===== src/rtl/rotating_register_if.sv =====
// Control/data bundle for rotating_register: load/start requests in, register
// contents and start/busy/done status out. The state field is a debug view.
interface rotating_register_if #(
  parameter int WIDTH = 8,
  parameter int AMT_W = $clog2(WIDTH)
);
  logic [WIDTH-1:0] data_in;
  logic             load;
  logic             start;
  logic             dir;
  logic [1:0]       mode;
  logic [AMT_W-1:0] amount;
  logic [WIDTH-1:0] q;
  logic             busy;
  logic             done;
  logic [1:0]       state;

  modport master (
    output data_in, load, start, dir, mode, amount,
    input  q, busy, done, state
  );

  modport slave (
    input  data_in, load, start, dir, mode, amount,
    output q, busy, done, state
  );
endinterface


===== src/rtl/rotating_register.sv =====
// Shift/rotate register built from per-bit 2:1 mux cells, with a small
// controller that sequences multi-step shifts through IDLE/SHIFT/DONE.
module mux2to1 (
  input  logic a,
  input  logic b,
  input  logic s,
  output logic y
);
  assign y = s ? b : a;
endmodule

module rotating_register #(
  parameter int WIDTH = 8,
  parameter int AMT_W = $clog2(WIDTH)
) (
  input logic              clock,
  input logic              reset,
  rotating_register_if.slave bus
);
  typedef enum logic [1:0] {IDLE = 2'd0, SHIFT = 2'd1, DONE = 2'd2} state_t;

  state_t           state_q, state_d;
  logic [AMT_W-1:0] count_q, count_d;
  logic             dir_q;
  logic [1:0]       mode_q;
  logic             latch_en;
  logic             load_en;
  logic             shift_en;
  logic             q_en;
  logic [WIDTH-1:0] q_r;
  logic [WIDTH-1:0] q_next;
  logic             fill_right;
  logic             fill_left;

  // Handshake: start is accepted only in IDLE with load low; busy is high for
  // every cycle spent in SHIFT; done pulses for the single DONE cycle, after
  // which the next start can be accepted.
  always_comb begin
    state_d  = state_q;
    count_d  = count_q;
    latch_en = 1'b0;
    load_en  = 1'b0;
    shift_en = 1'b0;
    unique case (state_q)
      IDLE: begin
        if (bus.load) begin
          load_en = 1'b1;
        end else if (bus.start) begin
          latch_en = 1'b1;
          count_d  = bus.amount;
          state_d  = (bus.amount != '0) ? SHIFT : DONE;
        end
      end
      SHIFT: begin
        shift_en = 1'b1;
        count_d  = count_q - 1'b1;
        if (count_q == AMT_W'(1)) state_d = DONE;
      end
      DONE:    state_d = IDLE;
      default: state_d = IDLE;
    endcase
  end

  always_ff @(posedge clock) begin
    if (reset) begin
      state_q <= IDLE;
      count_q <= '0;
      dir_q   <= 1'b0;
      mode_q  <= 2'b00;
      q_r     <= '0;
    end else begin
      state_q <= state_d;
      count_q <= count_d;
      if (latch_en) begin
        dir_q  <= bus.dir;
        mode_q <= bus.mode;
      end
      q_r <= q_next;
    end
  end

  // Bits shifted in at the ends; mode 11 falls through to rotate.
  always_comb begin
    fill_right = q_r[0];
    fill_left  = q_r[WIDTH-1];
    if (mode_q == 2'b01) begin
      fill_right = 1'b0;
      fill_left  = 1'b0;
    end else if (mode_q == 2'b10) begin
      fill_right = q_r[WIDTH-1];
      fill_left  = 1'b0;
    end
  end

  assign q_en = load_en | shift_en;

  for (genvar i = 0; i < WIDTH; i++) begin : g_bit
    logic right_src, left_src, stepped, loaded;
    if (i == WIDTH - 1) begin : g_msb
      assign right_src = fill_right;
    end else begin : g_upper
      assign right_src = q_r[i+1];
    end
    if (i == 0) begin : g_lsb
      assign left_src = fill_left;
    end else begin : g_lower
      assign left_src = q_r[i-1];
    end
    mux2to1 u_dir  (.a(right_src), .b(left_src),       .s(dir_q),   .y(stepped));
    mux2to1 u_load (.a(stepped),   .b(bus.data_in[i]), .s(load_en), .y(loaded));
    mux2to1 u_hold (.a(q_r[i]),    .b(loaded),         .s(q_en),    .y(q_next[i]));
  end

  assign bus.q     = q_r;
  assign bus.busy  = (state_q == SHIFT);
  assign bus.done  = (state_q == DONE);
  assign bus.state = state_q;
endmodule


===== src/flat_wrapper.sv =====
// flat-port wrapper written by rule: the top's interface ports become plain ports
module rotating_register_flat 
#(
  parameter int WIDTH = 8,
  parameter int AMT_W = $clog2(WIDTH)
)
  (clock, reset, bus_data_in, bus_load, bus_start, bus_dir, bus_mode, bus_amount, bus_q, bus_busy, bus_done, bus_state);
  rotating_register_if #(.WIDTH(WIDTH), .AMT_W(AMT_W)) bus_i ();
  input logic clock;
  input logic reset;
  input wire logic [$bits(bus_i.data_in)-1:0] bus_data_in;
  input wire logic [$bits(bus_i.load)-1:0] bus_load;
  input wire logic [$bits(bus_i.start)-1:0] bus_start;
  input wire logic [$bits(bus_i.dir)-1:0] bus_dir;
  input wire logic [$bits(bus_i.mode)-1:0] bus_mode;
  input wire logic [$bits(bus_i.amount)-1:0] bus_amount;
  output wire logic [$bits(bus_i.q)-1:0] bus_q;
  output wire logic [$bits(bus_i.busy)-1:0] bus_busy;
  output wire logic [$bits(bus_i.done)-1:0] bus_done;
  output wire logic [$bits(bus_i.state)-1:0] bus_state;
  assign bus_i.data_in = bus_data_in;
  assign bus_i.load = bus_load;
  assign bus_i.start = bus_start;
  assign bus_i.dir = bus_dir;
  assign bus_i.mode = bus_mode;
  assign bus_i.amount = bus_amount;
  assign bus_q = bus_i.q;
  assign bus_busy = bus_i.busy;
  assign bus_done = bus_i.done;
  assign bus_state = bus_i.state;
  rotating_register #(.WIDTH(WIDTH), .AMT_W(AMT_W)) u_core (.clock(clock), .reset(reset), .bus(bus_i));
endmodule

===== config.mk =====
export PLATFORM = sky130hd
export DESIGN_NAME = rotating_register_flat
export DESIGN_NICKNAME = d
export VERILOG_FILES = /design/src/rtl/rotating_register_if.sv /design/src/rtl/rotating_register.sv /design/src/flat_wrapper.sv
export SDC_FILE = /design/constraint.sdc
export NUM_CORES = 1
export LEC_CHECK = 0
export CAP_MARGIN = 10
export CORE_ASPECT_RATIO = 0.6
export CORE_MARGIN = 2
export CORE_UTILIZATION = 35
export DETAILED_ROUTE_END_ITERATION = 7
export GPL_TIMING_DRIVEN = 0
export RECOVER_POWER = 100
export SYNTH_ARGS = -nofsm -noshare
export SYNTH_HDL_FRONTEND = slang
export SYNTH_SLANG_ARGS = --single-unit

===== constraint.sdc =====
create_clock -name clock -period 1.8 [get_ports clock]
set_input_delay 0.36 -clock clock [delete_from_list [all_inputs] [get_ports clock]]
set_output_delay 0.36 -clock clock [all_outputs]
set_load 0.03 [all_outputs]

==> results of run 1 <==
placed cells by master, fill, tap and decap left out, types with 4 or more instances in the layout:
| cell | n |
|---|---|
| clkdlybuf4s50_1 | 17 |
| dfxtp_1 | 15 |
| nand2_1 | 14 |
| a21oi_1 | 11 |
| clkbuf_1 | 10 |
| buf_4 | 9 |
| nor2_1 | 9 |
| mux2i_1 | 9 |
| inv_1 | 8 |
| o211ai_1 | 7 |
| o21ai_0 | 6 |
| nand2b_1 | 4 |
| clkbuf_8 | 4 |
metal layers:
layer,part of all wire,vias to the layer above
met2,0.38,41
li1,-,480
met1,0.52,421
met4,0.0083,0
met5,0,-
met3,0.091,2
path summary, 6_finish.rpt:
path	startpoint	end	slack [ns]	depth (start not counted)
max	u_core.bus.q[3]	bus_q[3]	0.05	2
min	reset	u_core.bus.q[7]	0.51	2
max reg2reg	u_core.dir_q	u_core.bus.q[1]	0.33	5
min reg2reg	u_core.count_q[1]	u_core.count_q[1]	0.52	2
per-stage QoR:
stage	total power, uW	instance area, um2	cells
after floorplan	615	961	121
after global placement	726	1280	181
after detailed placement	732	1280	181
after CTS	1060	1340	185
after global routing	1090	1290	185
final	1030	1290	185
flip-flops by register name, indices dropped and copies added (netlist names):
| register | flops |
|---|---|
| u_core.dir_q | 1 |
| u_core.count_q | 3 |
| u_core.bus.state | 2 |
| u_core.mode_q | 2 |
| u_core.bus.q | 8 |
power breakdown:
part	total, uW	internal, uW	switching [uW]
Sequential	417	385	31.9
Combinational	290	133	157
Clock	322	194	128
Total	1030	712	316
cell families after synthesis:
| kind of cell | count (synthesis) | synth area share |
|---|---|---|
| AOI/OAI and AO/OA | 33 | 0.223 |
| xor gates and xnor gates | 1 | 0.00912 |
| adders and majority gates | 2 | 0.0260 |
| buffers and inverters | 24 | 0.135 |
| DFF | 16 | 0.333 |
| muxes | 9 | 0.0938 |
| and+or+nand+nor | 36 | 0.180 |
final cells by class:
class / instances / area [um2] / area share
multi-input cells: 81 / 507 / 0.394
flip-flops and latches: 16 / 322 / 0.250
repair buffers: 28 / 229 / 0.178
plain buffers: 15 / 100 / 0.0778
clock buffers: 4 / 55.1 / 0.0428
well taps: 32 / 40.0 / 0.0311
inverters: 9 / 33.8 / 0.0263
worst max-delay path, stage by stage, from the launching register on:
cell	delay [ns]
dfxtp_1	0.37
buf_4	0.12
clkdlybuf4s50_1	0.65
timing repair:
action | in CTS | in global routing
hold buffers | 0 | 0
endpoints found under the setup margin | 3 | 8
gates resized for setup | 11 | 8
==> reports/metrics.cfg, run 1 <==
[synth]
synth-edff-count=0
synth.distinct_cells=30
synth_nets=141
syn_area_per_cell_um2=7.94
ys_ff_latch=16
seq_area_frac_synth=0.333
ys_warn_count=0
synth_top_area_cell=dfxtp_1
mappedNetlistArea_um2=961
syn_inst=121
synthTopCellsByArea=dfxtp_1 33%, mux2i_1 9.4%, buf_4 6.3%, a21oi_1 5.7%, nand2_1 5.5%
yosys_most_used_dff=dfxtp_1
synthDominantCellAreaShare=0.333
yosysMostFrequentCell=dfxtp_1
async_reset_ff_frac=0
netlist_top_cells_count=16 x dfxtp_1, 14 x nand2_1, 11 x a21oi_1

[power_and_ir_drop]
power_per_cell_area_nw_per_um2=799
peakVddDrop_mv=0.439
leakagePower_uw=0.000494

[timing]
setup_violations=0
post-route-min-period_ns=1.75
rsz0062_at_grt=no
timing.final.crit_share=0.971
fin_ws_ns=0.0515
holdWs_ns=0.509
slew_headroom=0.671
tightest_slew_ns=0.493
slew_viol_final=0
fmaxAchievable_mhz=572
fin_skew_ns=0.00311
finalSetupTns_ns=0
hold_violations=0

[finish]
antennaDiodeCount=0
final_util=0.503
drive_above_1_share=0.144
nets=174
syn2layout_area_growth_pct=33.9
nFillCells=265

[routing]
first_iter_violations=40
wl_per_cell_um=13.7
drc=0
vias_per_cell=5.10
vias=944
wl_mm=2.54
drtAntennaViolNets=0
firstDrtPassIters=4

[global_routing]
busiest_layer=met2
grt_max_degree=11
antenna_found_initial=0
grt_overflow=0
grt_use_met2=0.252
grt_pass1_vias=902
grt_use_total=0.173
grt_pass1_wl_mm=4.23
grt.met1_usage=0.248
use_met3=0.0501

[placed_design]
dp_hpwl_mm=1.93
post-place-ws_ns=-0.350
place.gp.congestion=0.923
port-buffer-count=28

[setup_path]
worstPathMaxFanout=4
worst_setup_path_start_kind=flop
endpoint_kind=primary output
crit_arrival_ns=1.39
crit_required_ns=1.44
critPathKind=flop to primary output

[job]
cap_violations=0

[clocking]
htreeDepth=1
post-cts-setup-buffers=0
clock_latency_ns=0.25
clk_path_buf_depth=2
cts_buffers=3
cts_tree=done
ctsRootBufferMaster=clkbuf_8
cts.clk_slew.worst_paths_ns=0.07
clock_sinks=16

[floorplan]
coreArea_um2=2560
core.rowCount=14
start_util=0.376
dieArea_um2=3190
die_w_um=71.6
ios=30
fp.dieH_um=44.6

[min_path]
hold_path_class=input pin to flop

[outcome]
status=completed

(Power assumes the default switching activity.)
==> run 2: changes to the inputs <==
TNS_END_PERCENT = 10   (was unset)
==> run 2 against run 1 <==
Net effect: first-iteration DRC count increased by 25%; worst setup slack lost 0.0016 ns; critical endpoint unchanged; die area unchanged.
==> reports/metrics.cfg, run 2 (synthesis gave the netlist of run 1 again) <==
[setup_path]
crit_arrival_ns=1.39  ; about the same
cp.buffers_inverters=2  ; unchanged
cp_slowest_cell=clkdlybuf4s50_1
endpoint_kind=primary output
worst_setup_path_start_kind=flop
cpPeakStageDelay_ns=0.65  ; about the same
crit_required_ns=1.44  ; about the same
worstPathCellList=buf_4 > clkdlybuf4s50_1
crit_family=buffers and inverters
critPathKind=flop to primary output
ff2ff_setup_slack_ns=0.33  ; about the same
worstPathMaxFanout=4  ; unchanged

[finish]
stdcell_area_um2=1290  ; about the same
final_common_cell=clkdlybuf4s50_1
largest_register_ffs=8  ; unchanged
drive_above_1_share=0.144  ; unchanged
nets=174  ; unchanged
antennaDiodeCount=0  ; unchanged
layout_common_cells=18 x clkdlybuf4s50_1, 15 x dfxtp_1, 14 x nand2_1
syn2layout_area_growth_pct=34.0  ; about the same
final_util=0.503  ; about the same

[placed_design]
port-buffer-count=28  ; unchanged
placed_area_um2=1280  ; unchanged
dp_hpwl_mm=1.93  ; unchanged
place.gp.congestion=0.923  ; unchanged

[floorplan]
coreArea_um2=2560  ; unchanged
dieArea_um2=3190  ; unchanged
start_util=0.376  ; unchanged
core.rowCount=14  ; unchanged
fp.dieH_um=44.6  ; unchanged
die_w_um=71.6  ; unchanged
ios=30  ; unchanged

[routing]
wl_mm=2.47  ; -2.9%
firstDrtPassIters=4  ; unchanged
drc=0  ; unchanged
vias=922  ; -2.3%
vias_per_cell=4.98  ; -2.3%
drtAntennaViolNets=0  ; unchanged
first_iter_violations=50  ; +25%
wl_per_cell_um=13.3  ; -2.9%

[clocking]
cts.clk_slew.worst_paths_ns=0.07  ; about the same
cts_tree=done
ctsRootBufferMaster=clkbuf_8
clock_sinks=16  ; unchanged
htreeDepth=1  ; unchanged
clk_path_buf_depth=2  ; unchanged
postCtsHoldBufs=0  ; unchanged
cts_buffers=3  ; unchanged
clock_latency_ns=0.25  ; about the same

[power_and_ir_drop]
clkPwrFrac=0.314  ; about the same
power_per_cell_area_nw_per_um2=799  ; about the same
leakagePower_uw=0.000489  ; -0.95%
net-switching-power_uw=316  ; about the same
p_comb_frac=0.281  ; about the same
p_int_uw=712  ; about the same
pwr-share-seq=0.405  ; about the same
peakVddDrop_mv=0.441  ; +0.51%
p_sw_frac=0.307  ; about the same
power_uw=1030  ; about the same

[global_routing]
grt_pass1_wl_mm=4.24  ; +0.17%
grt_use_total=0.173  ; unchanged
grt_overflow=0  ; unchanged
grt_max_degree=11  ; unchanged
grt_pass1_vias=906  ; +0.44%
antenna_found_initial=0  ; unchanged

[timing]
fin_skew_ns=0.00375  ; +0.000633 ns
hold_violations=0  ; unchanged
fmaxAchievable_mhz=571  ; about the same
setup_violations=0  ; unchanged
slew_viol_final=0  ; unchanged
timing.final.crit_share=0.972  ; about the same
post-route-min-period_ns=1.75  ; +0.00163 ns
slew_headroom=0.674  ; +0.00278
tightest_slew_ns=0.489  ; -0.00417 ns
rsz0062_at_grt=no

[job]
cap_violations=0  ; unchanged

[outcome]
status=completed

[min_path]
hold_path_class=input pin to flop

[run 2: cell types whose count changed in the layout (fill, tap and decap cells not counted)]
cell,before,now
dlygate4sd2_1,2,1
clkdlybuf4s50_1,17,18
[run 2: path summary, 6_finish.rpt]
check / from / to / cells after the start
min: reset / u_core.bus.q[7] / 2
max: u_core.bus.q[3] / bus_q[3] / 2
min reg2reg: u_core.count_q[1] / u_core.count_q[1] / 2
max reg2reg: u_core.dir_q / u_core.bus.q[1] / 5
[run 2: final cells by class]
class	count	area, um2
buffer	15	100
clock buffer	4	55.1
fill	262	1270
inverter	9	33.8
multi-input combinational	81	507
sequential	16	322
tap	32	40.0
timing repair buffer	28	230
[run 2: repair_timing]
action | 4_1_cts | 5_1_grt
setup buffers | 0 | 0
setup endpoints to repair | 3 | 8
gates resized for setup | 10 | 8
[run 2: power by group through the flow]
stage | logic [uW] | registers (uW) | clock network, uW
floorplan | 197 | 419 | 0
global placement | 303 | 423 | 0
detailed placement | 308 | 424 | 0
CTS | 310 | 416 | 330
global route | 318 | 422 | 347
finish | 289 | 417 | 323
[run 2: routing by layer]
| metal | share of wire | wire length, um | global-route usage | vias to the layer above |
|---|---|---|---|---|
| met2 | 0.38 | 929 | 0.252 | 30 |
| met1 | 0.54 | 1320 | 0.248 | 409 |
| met4 | 0.0085 | 21 | 0.0453 | 0 |
| met5 | 0 | 0 | 0 | - |
| met3 | 0.079 | 194 | 0.0501 | 2 |
| li1 | - | - | - | 481 |
[run 2: stage by stage]
| stage | cells | hold slack [ns] | TNS (ns) | setup slack [ns] |
|---|---|---|---|---|
| after floorplan | 121 | 0.477 | 0 | 0.250 |
| after global placement | 181 | 0.492 | -0.394 | -0.345 |
| after detailed placement | 181 | 0.504 | -0.486 | -0.350 |
| after CTS | 185 | 0.504 | 0 | 0.00887 |
| after global routing | 185 | 0.533 | 0 | 0.00819 |
| final | 185 | 0.508 | 0 | 0.0499 |
